### src/rtl/tone_pkg.sv
`default_nettype none
// +-------------------------------------------------------------------------+
// | Package  : tone_pkg                                                     |
// | Purpose  : Shared state encodings, status bit indices and default       |
// |            divisors for the tone generator.                             |
// | Revision : 1.0                                                          |
// +-------------------------------------------------------------------------+
package tone_pkg;

    typedef enum logic [1:0] {
        IDLE = 2'b00,
        PLAY = 2'b01,
        GAP  = 2'b10
    } state_e;

    localparam int BUSY    = 0;
    localparam int PENDING = 1;

    localparam int C_PRESC_DIV = 250;
    localparam int C_DUR_DIV   = 25000;
    localparam int C_GAP_TICKS = 2;

    // A divisor of 1 still needs a one-bit counter.
    function automatic int cnt_width(input int n);
        return (n > 1) ? $clog2(n) : 1;
    endfunction

endpackage
`default_nettype wire

### src/rtl/tone_gen_tick_div.sv
`default_nettype none
// +-------------------------------------------------------------------------+
// | Module   : tick_div                                                     |
// | Purpose  : Free-running divider producing a one-clock tick every DIV    |
// |            clocks; clr restarts the count from zero.                    |
// | Revision : 1.0                                                          |
// +-------------------------------------------------------------------------+
import tone_pkg::*;

module tick_div #(
    parameter int DIV = 250
) (
    input  logic clk,
    input  logic reset,
    input  logic clr,
    output logic tick
);

    localparam int            W    = cnt_width(DIV);
    localparam logic [W-1:0]  LAST = W'(DIV - 1);

    logic [W-1:0] cnt_q;
    logic [W-1:0] cnt_d;

    always_comb begin
        if (clr || (cnt_q == LAST)) begin
            cnt_d = '0;
        end else begin
            cnt_d = cnt_q + 1'b1;
        end
    end

    always_ff @(posedge clk or posedge reset) begin
        if (reset) begin
            cnt_q <= '0;
        end else begin
            cnt_q <= cnt_d;
        end
    end

    assign tick = (cnt_q == LAST);

endmodule
`default_nettype wire

### src/rtl/tone_gen.sv
`default_nettype none
// +-------------------------------------------------------------------------+
// | Module   : tone_gen                                                     |
// | Purpose  : Memory-mapped square-wave tone generator: programmable       |
// |            half-period and duration followed by a silent gap.           |
// |            Define TONE_QUEUE_EN for a one-entry note queue.             |
// | Revision : 1.0                                                          |
// +-------------------------------------------------------------------------+
import tone_pkg::*;

module tone_gen #(
    parameter int PRESC_DIV = C_PRESC_DIV,
    parameter int DUR_DIV   = C_DUR_DIV,
    parameter int GAP_TICKS = C_GAP_TICKS
) (
    input  logic       clk,
    input  logic       reset,
    input  logic       we,
    input  logic       sel,
    input  logic [7:0] wd,
    output logic       audio,
    output logic       busy,
    output logic [7:0] status
);

    localparam int               GAP_W    = cnt_width((GAP_TICKS > 0) ? GAP_TICKS : 1);
    localparam logic [GAP_W-1:0] GAP_LAST = GAP_W'((GAP_TICKS > 0) ? GAP_TICKS - 1 : 0);

    state_e           state_q, state_d;
    logic [7:0]       note_q, note_d;
    logic [7:0]       half_q, half_d;
    logic [7:0]       rem_q, rem_d;
    logic [GAP_W-1:0] gap_q, gap_d;
    logic             audio_q, audio_d;

    logic per_tick, dur_tick;
    logic restart, enter_gap, gap_done;
    logic is_busy, queue_hold, pending;

`ifdef TONE_QUEUE_EN
    logic       pending_q, pending_d;
    logic [7:0] pnote_q, pnote_d;
    logic [7:0] pdur_q, pdur_d;

    assign pending    = pending_q;
    assign queue_hold = is_busy;
`else
    assign pending    = 1'b0;
    assign queue_hold = 1'b0;
`endif

    assign is_busy = (state_q != IDLE);

    tick_div #(.DIV(PRESC_DIV)) u_period_div (
        .clk   (clk),
        .reset (reset),
        .clr   (restart),
        .tick  (per_tick)
    );

    tick_div #(.DIV(DUR_DIV)) u_dur_div (
        .clk   (clk),
        .reset (reset),
        .clr   (restart | enter_gap),
        .tick  (dur_tick)
    );

    // Any CPU write suppresses the internal tick-driven updates of that cycle.
    always_comb begin
        state_d   = state_q;
        note_d    = note_q;
        half_d    = half_q;
        rem_d     = rem_q;
        gap_d     = gap_q;
        audio_d   = audio_q;
        restart   = 1'b0;
        enter_gap = 1'b0;
        gap_done  = 1'b0;
`ifdef TONE_QUEUE_EN
        pending_d = pending_q;
        pnote_d   = pnote_q;
        pdur_d    = pdur_q;
`endif
        if (we && sel && (wd == 8'd0)) begin
            if (is_busy) begin
                state_d = IDLE;
                audio_d = 1'b0;
`ifdef TONE_QUEUE_EN
                pending_d = 1'b0;
`endif
            end
        end else if (we && sel && !queue_hold) begin
            rem_d   = wd;
            state_d = PLAY;
            restart = 1'b1;
        end else if (we && !sel && !queue_hold) begin
            note_d = wd;
            if (state_q == PLAY) begin
                half_d  = '0;
                audio_d = 1'b0;
            end
`ifdef TONE_QUEUE_EN
        end else if (we && sel) begin
            pdur_d    = wd;
            pending_d = 1'b1;
        end else if (we) begin
            pnote_d = wd;
`endif
        end else begin
            case (state_q)
                PLAY: begin
                    if (per_tick && (note_q != 8'd0)) begin
                        if (half_q == note_q - 8'd1) begin
                            half_d  = '0;
                            audio_d = ~audio_q;
                        end else begin
                            half_d = half_q + 8'd1;
                        end
                    end
                    if (dur_tick) begin
                        rem_d = rem_q - 8'd1;
                        if (rem_q == 8'd1) begin
                            audio_d = 1'b0;
                            if (GAP_TICKS == 0) begin
                                gap_done = 1'b1;
                            end else begin
                                state_d   = GAP;
                                gap_d     = '0;
                                enter_gap = 1'b1;
                            end
                        end
                    end
                end
                GAP: begin
                    if (dur_tick) begin
                        if (gap_q == GAP_LAST) begin
                            gap_done = 1'b1;
                        end else begin
                            gap_d = gap_q + 1'b1;
                        end
                    end
                end
                default: ;
            endcase
        end

        if (gap_done) begin
            state_d = IDLE;
`ifdef TONE_QUEUE_EN
            if (pending_q) begin
                note_d    = pnote_q;
                rem_d     = pdur_q;
                pending_d = 1'b0;
                state_d   = PLAY;
                restart   = 1'b1;
            end
`endif
        end

        if (restart) begin
            half_d  = '0;
            audio_d = 1'b0;
        end
    end

    always_ff @(posedge clk or posedge reset) begin
        if (reset) begin
            state_q   <= IDLE;
            note_q    <= '0;
            half_q    <= '0;
            rem_q     <= '0;
            gap_q     <= '0;
            audio_q   <= 1'b0;
`ifdef TONE_QUEUE_EN
            pending_q <= 1'b0;
            pnote_q   <= '0;
            pdur_q    <= '0;
`endif
        end else begin
            state_q   <= state_d;
            note_q    <= note_d;
            half_q    <= half_d;
            rem_q     <= rem_d;
            gap_q     <= gap_d;
            audio_q   <= audio_d;
`ifdef TONE_QUEUE_EN
            pending_q <= pending_d;
            pnote_q   <= pnote_d;
            pdur_q    <= pdur_d;
`endif
        end
    end

    assign audio  = audio_q;
    assign busy   = is_busy;
    assign status = {6'b0, pending, is_busy};

endmodule
`default_nettype wire

### config.mk
export PLATFORM = sky130hd
export DESIGN_NAME = tone_gen
export DESIGN_NICKNAME = d
export VERILOG_FILES = /design/src/rtl/tone_pkg.sv /design/src/rtl/tone_gen_tick_div.sv /design/src/rtl/tone_gen.sv
export SDC_FILE = /design/constraint.sdc
export NUM_CORES = 1
export LEC_CHECK = 0
export CAP_MARGIN = 0
export CORE_UTILIZATION = 50
export DETAILED_ROUTE_END_ITERATION = 8
export PLACE_DENSITY = 0.8
export SYNTH_ARGS = -nofsm -noshare
export SYNTH_HDL_FRONTEND = slang
export SYNTH_SLANG_ARGS = --single-unit
### constraint.sdc
create_clock -name clk -period 2.13 [get_ports clk]
set_input_delay 0.426 -clock clk [delete_from_list [all_inputs] [get_ports clk]]
set_output_delay 0.426 -clock clk [all_outputs]
set_load 0.1 [all_outputs]
==> run summary, run 1 <==
Outcome: finished clean
Max Freq: 490 MHz
TNS Setup: 0 ns
Most frequent cells in the layout: dfrtp_1, nor2_1, nand2_1, buf_4, nand3_1
CTS Buf Count: 5
Crit path buf inv count: 1
Routability Congestion: 0.838
RSZ-0062 raised after global routing: yes
CTS tree: built
Clk pin slew, worst setup/hold paths: 0.09 ns
Final WS setup: 0.0880 ns
Fin. Hold Viols: 0
Initial antenna violation count: 0
Yosys cell types: 50
Crit end category: flip-flop
Grt ovf: 0
Dpl cell area: 0.00325 mm²
Synthesized flop and latch total: 51
Max Fanout on Critical Path: 8
# placed instances: 417
Setup Viol. Count Final: 0
Post-Syn Area: 0.00290 mm²
Worst path cell trace: nor2b_2 -> or3_1 -> a31o_1 -> o31ai_4 -> buf_6 -> nor3_2 -> a211o_1
Worst Path Required: 2.32 ns
Total wire length: 5.86 mm
Fin crit share: 0.959
Clk sinks: 51
Startpoint Class: flip-flop
Post-route insts no fill: 428
Vias in the first global route: 2255
Vias: 2337
GRT Util Overall: 0.206
Vias per cell: 5.46
Minimum clock period: 2.04 ns
Pwr Density: 710 mW/mm²
Finished Core Util: 0.621
# port buffers: 14
Hold Crit Class: input pin to async pin
Mapped Cells: 318
Die footprint: 0.00610 mm²
Slew @ Worst Pin: 0.501 ns
I/O pin count: 22
Dominant synthesized flop cell: dfrtp_1
Slowest-stage cell, CP: dfrtp_2
1st-iter DRT viols: 102
Sequential fraction of the synthesis area: 0.441
Crit Path Category: flip-flop to flip-flop
Area Overhead vs Synth: 18.7%
Remaining antenna violation count: 0
Fin Clk Skew: 0.0113 ns
Max cap viols: 0
First-pass GRT wire length: 10.0 mm
# diodes: 0
CTS H-tree depth: 2
Pre-CTS setup slack: -0.0979 ns
Finished Cell Area: 0.00344 mm²
Top delay family on crit path: compound AO/OA/AOI/OAI gates
Max incr delay on CP: 0.50 ns
Area of the core: 0.00554 mm²
Post-synth EDFFs: 0
Cts hold-fix bufs: 0
Clock Path Buffers: 2
Ys async rst share: 1.00
DPL Wire Length: 4.24 mm
Synth Area per Inst: 9.11 µm²
Total Nets Final: 375
Max transition margin: 0.666
Chip Height: 78.1 µm
Final Max Slew Viols: 0
CP Data Arrival Time: 2.23 ns
DR WL/cell: 13.7 µm
Share of post-route cells with drive strength above 1: 0.180
Commonest non-fill, non-tap cell in the layout: dfrtp_1
Clk_lat worst skew: 0.30 ns
Max IR drop VDD: 0.425 mV
Root Buffer: clkbuf_8
Detailed-router iteration count before antenna repair: 4
Yosys Warn Count: 0
Chip width: 78.1 µm
Initial core utilization: 0.523
Largest net degree at the start of global routing: 24
DRC viols: 0
Std-Cell Rows: 27
Leak: 0.00154 µW
## cells by family (layout without fill, tap and decap cells)
group | after synthesis | after routing | synth area share
fa+ha+maj | 8 | 8 | 0.0346
xor+xnor | 26 | 26 | 0.0786
other cells | 1 | 7 | 0.00129
compound gates | 56 | 56 | 0.128
flops | 51 | 51 | 0.441
simple gates | 143 | 143 | 0.245
buf+inv | 27 | 59 | 0.0484
mux | 6 | 6 | 0.0233
## layout make-up
class                           count  area, µm²
Multi-Input combinational cell    246       1570
Sequential cell                    51       1280
Tap cell                           72       90.1
Inverter                           12       45.0
Clock buffer                        8        100
Timing Repair Buffer               39        353
Fill cell                         464       2100
## state kept, by name, summed over array words and instances, names as in the netlist
| register | count |
|---|---|
| audio | 1 |
| gap_q | 1 |
| half_q | 8 |
| note_q | 8 |
| rem_q | 8 |
| state_q | 2 |
| u_dur_div.cnt_q | 15 |
| u_period_div.cnt_q | 8 |
## per-layer routing
layer  global-route usage  vias up  share of wire
met5                    0        -              0
met3               0.0384        7          0.018
met2                0.350       32           0.50
li1                     -     1161              -
met4               0.0704        0          0.014
met1                0.262     1137           0.47
## timing repair
item,4_1_cts,5_1_grt
pin swaps,0,6
setup endpoints to repair,7,8
setup buffers,0,3
resized for setup,2,15
## final timing paths
kind	slack (ns)	depth (start not counted)	from	to
max	0.09	7	note_q[2]$_DFFE_PP0P_	half_q[6]$_DFFE_PP0P_
min	0.47	2	reset	u_dur_div.cnt_q[7]$_DFF_PP0_
max reg2reg	0.09	7	note_q[2]$_DFFE_PP0P_	half_q[6]$_DFFE_PP0P_
min reg2reg	0.50	1	u_dur_div.cnt_q[0]$_DFF_PP0_	u_dur_div.cnt_q[0]$_DFF_PP0_
max in group asynchronous	1.14	3	reset	state_q[1]$_DFFE_PP0P_
min in group clk	0.50	1	u_dur_div.cnt_q[0]$_DFF_PP0_	u_dur_div.cnt_q[0]$_DFF_PP0_
## power breakdown
group / internal (µW) / switching [µW] / total (µW)
Sequential: 1090 / 139 / 1230
Clock: 297 / 312 / 609
Combinational: 268 / 338 / 606
Total: 1650 / 788 / 2440
## synth_stat cells, drive strengths merged (3+ instances only)
library cell   n  area share
a21o           3      0.0078
a211o          3      0.0091
dfrtp         51        0.44
ha             8       0.035
or2            4      0.0086
a22oi          3      0.0078
a21oi         13       0.022
nor2b          3      0.0065
o21ai         18       0.032
xnor2         13       0.039
clkbuf         4      0.0052
nand2         29       0.038
nor3          15       0.026
nand2b         3      0.0065
o21bai         3      0.0078
inv           12       0.016
nand3         16       0.028
nor2          44       0.057
and3           9       0.019
buf           11       0.028
xor2          13       0.039
nor4           5       0.015
o2bb2ai        4       0.012
mux2           6       0.023
## stage by stage
step	hold slack, ns	total power (µW)
6_report	0.467	2440
4_1_cts	0.479	2420
3_3_place_gp	0.466	1790
5_1_grt	0.512	2570
2_1_floorplan	0.455	1640
3_5_place_dp	0.481	1810
No activity file was read; power rests on OpenSTA's default activity.
==> inputs of run 2 (changes only) <==
--- a/config.mk
+++ b/config.mk
@@ -5,6 +5,7 @@
 export SDC_FILE = /design/constraint.sdc
 export NUM_CORES = 1
 export LEC_CHECK = 0
+export ABC_CLOCK_PERIOD_IN_PS = 2130
 export CAP_MARGIN = 0
 export CORE_UTILIZATION = 50
 export DETAILED_ROUTE_END_ITERATION = 8
==> results of run 2 <==
Same layout as run 1: the final DEF is identical, and so are final timing and power.
==> inputs of run 3 (changes only) <==
--- a/config.mk
+++ b/config.mk
@@ -7,9 +7,11 @@
 export LEC_CHECK = 0
 export ABC_CLOCK_PERIOD_IN_PS = 2130
 export CAP_MARGIN = 0
-export CORE_UTILIZATION = 50
+export CORE_MARGIN = 2
+export CORE_UTILIZATION = 35
 export DETAILED_ROUTE_END_ITERATION = 8
-export PLACE_DENSITY = 0.8
+export PLACE_DENSITY = 0.61
+export SLEW_MARGIN = 30
 export SYNTH_ARGS = -nofsm -noshare
 export SYNTH_HDL_FRONTEND = slang
 export SYNTH_SLANG_ARGS = --single-unit
==> run 3 against run 2 <==
The run now ends with negative setup slack left. Power up 3.1%. Sequential cell count is the same. Cell count is 9.3% higher. Critical path depth rose by 2. Non-clock buffer count rose by 7. Combinational power up 3.8%. Clock skew is 0.00056 ns higher. Sequential share of layout area decreased by 0.97 points. Critical path type unchanged.
==> run summary, run 3 (synthesis gave the netlist of run 1 again) <==
End point of the critical path: half_q[4]$_DFFE_PP0P_
Gate power share: 0.250 (+0.002)
DPL Wire Length: 4.35 mm (+2.5%)
Fin Clk Skew: 0.0119 ns (+0.000557 ns)
Post-route insts no fill: 468 (+9.3%)
Share of post-route cells with drive strength above 1: 0.176 (-0.00347)
Detailed-router iteration count before antenna repair: 4 (unchanged)
Routability Congestion: 0.787 (-6.1%)
Dpl cell area: 0.00334 mm² (+2.8%)
Fin crit share: 1.00 (+0.0444)
Total Nets Final: 382 (+1.9%)
Outcome: finished, violations left
Clock Path Buffers: 2 (unchanged)
Hold Crit Class: input pin to async pin
Max Freq: 468 MHz (-4.4%)
Largest net degree at the start of global routing: 52 (+120%)
Vias per cell: 5.09 (-6.8%)
Fin. Hold Viols: 0 (unchanged)
Final Max Slew Viols: 0 (unchanged)
Fill cell count: 787 (+70%)
Finished Cell Area: 0.00352 mm² (+2.4%)
# placed instances: 455 (+9.1%)
Max cap viols: 0 (unchanged)
Vias in the first global route: 2258 (+0.13%)
Clk pin slew, worst setup/hold paths: 0.10 ns (about the same)
Number of flip-flops in the largest register: 15 (unchanged)
Startpoint Class: flip-flop
Max Fanout on Critical Path: 14 (+6)
Minimum clock period: 2.14 ns (+0.0947 ns)
Biggest register: u_dur_div.cnt_q
Worst Path Required: 2.32 ns (about the same)
Cts hold-fix bufs: 0 (unchanged)
GRT Util Overall: 0.143 (-0.0629)
Total wire length: 5.91 mm (+0.78%)
# port buffers: 14 (unchanged)
CTS tree: built
Leak: 0.00158 µW (+2.7%)
Vias: 2381 (+1.9%)
Worst reg2reg startpoint: note_q[0]$_DFFE_PP0P_
Pint: 1720 µW (+3.7%)
Reg-to-reg endpoint: half_q[4]$_DFFE_PP0P_
Std-Cell Rows: 33 (+22%)
Root Buffer: clkbuf_8
DR WL/cell: 12.6 µm (-7.8%)
Clk sinks: 51 (unchanged)
# diodes: 0 (unchanged)
Commonest non-fill, non-tap cell in the layout: dfrtp_1
Die footprint: 0.00902 mm² (+48%)
Chip width: 95.0 µm (+22%)
I/O pin count: 22 (unchanged)
TNS Setup: -0.00783 ns (-0.00783 ns)
CTS Buf Count: 5 (unchanged)
Worst hold slack: 0.464 ns (-0.00290 ns)
R2R depth: 9 (+2)
Most frequent cells in the layout: dfrtp_1, nor2_1, buf_4, nand2_1, nand3_1
Failing checks: negative setup slack
Remaining antenna violation count: 0 (unchanged)
Max IR drop VDD: 0.372 mV (-12%)
CTS H-tree depth: 2 (unchanged)
Clock power frac: 0.269 (+0.020)
1st-iter DRT viols: 108 (+5.9%)
Area taken by multi-input logic gates: 0.00155 mm² (-1.7%)
Setup Viol. Count Final: 2 (+2)
Switch Pwr: 802 µW (+1.7%)
Pwr Density: 715 mW/mm² (+0.68%)
DRC viols: 0 (unchanged)
Initial antenna violation count: 0 (unchanged)
Grt ovf: 0 (unchanged)
Area Overhead vs Synth: 21.6%
First-pass GRT wire length: 10.3 mm (+2.5%)
RSZ-0062 raised after global routing: yes
Reg2Reg Setup Slack: -0.007 ns (-0.09 ns)
CP startpoint: note_q[0]$_DFFE_PP0P_
Flop pwr share: 0.481 (-0.022)
Clk_lat worst skew: 0.31 ns (about the same)
Seq. cell area: 0.00128 mm² (-0.29%)
Final WS setup: -0.00670 ns (-0.0947 ns)
Crit end category: flip-flop
Chip Height: 95.0 µm (+22%)
Crit Path Category: flip-flop to flip-flop
Area of the core: 0.00813 mm² (+47%)
Switching Share: 0.318 (-0.00418)
CP Data Arrival Time: 2.33 ns (+0.10 ns)
Initial core utilization: 0.356 (-0.167)
Total Power: 2520 µW (+3.1%)
run 3: cell count changes in the layout (fill, tap and decap cells not counted), sizes merged:
cell,delta
clkbuf,-3
bufinv,+1
clkinv,+2
buf,+7
run 3: power groups by stage:
| stage | clock network [µW] | registers (µW) | logic (µW) |
|---|---|---|---|
| after floorplan | 0 | 1210 | 432 |
| after global placement | 0 | 1220 | 595 |
| after detailed placement | 0 | 1230 | 612 |
| after CTS | 701 | 1210 | 614 |
| after global routing | 748 | 1230 | 702 |
| final | 678 | 1210 | 629 |
run 3: layout make-up:
class                           count  area share
Inverter                           12      0.0128
Clock inverter                      3      0.0124
Multi-Input combinational cell    246       0.439
Timing Repair Buffer               46       0.117
Tap cell                          105      0.0373
Sequential cell                    51       0.362
Clock buffer                        5      0.0195
run 3: repair_timing:
item                                   CTS  global route
setup endpoints to repair                3            16
setup buffers                            0             5
gates cloned                             0             0
endpoints found under the hold margin    0             0
pin swaps                                0             2
gates resized for setup                  0             6
run 3: worst max-delay path, cell delays in order, from the launching register on:
cell and delay [ns]:
dfrtp_1 0.39, inv_2 0.07, ha_4 0.16, nor2b_1 0.12, or3_1 0.30, a31o_1 0.24
o31ai_4 0.27, buf_12 0.17, nor2_1 0.05, a211o_1 0.25
run 3: stage by stage:
step,worst slack [ns],util
CTS,-0.0270,0.425
global route,-0.101,0.433
global placement,-0.0545,0.411
floorplan,0.00451,-
finish,-0.00670,0.433
detailed placement,-0.116,0.411
run 3: how the worst min path moves through the flow:
stage,from,to,slack [ns]
final,reset,u_dur_div.cnt_q[7]$_DFF_PP0_,0.46
after global routing,reset,u_dur_div.cnt_q[6]$_DFF_PP0_,0.50
after CTS,reset,half_q[2]$_DFFE_PP0P_,0.48
after detailed placement,u_dur_div.cnt_q[0]$_DFF_PP0_,u_dur_div.cnt_q[0]$_DFF_PP0_,0.47
after global placement,u_dur_div.cnt_q[0]$_DFF_PP0_,u_dur_div.cnt_q[0]$_DFF_PP0_,0.47
after floorplan,u_dur_div.cnt_q[0]$_DFF_PP0_,u_dur_div.cnt_q[0]$_DFF_PP0_,0.45
run 3: layer usage:
layer  global-route usage  routed length (µm)
met5                    0                   0
met2                0.227                2830
met3               0.0311                 182
met1                0.200                2830
met4               0.0314                  60
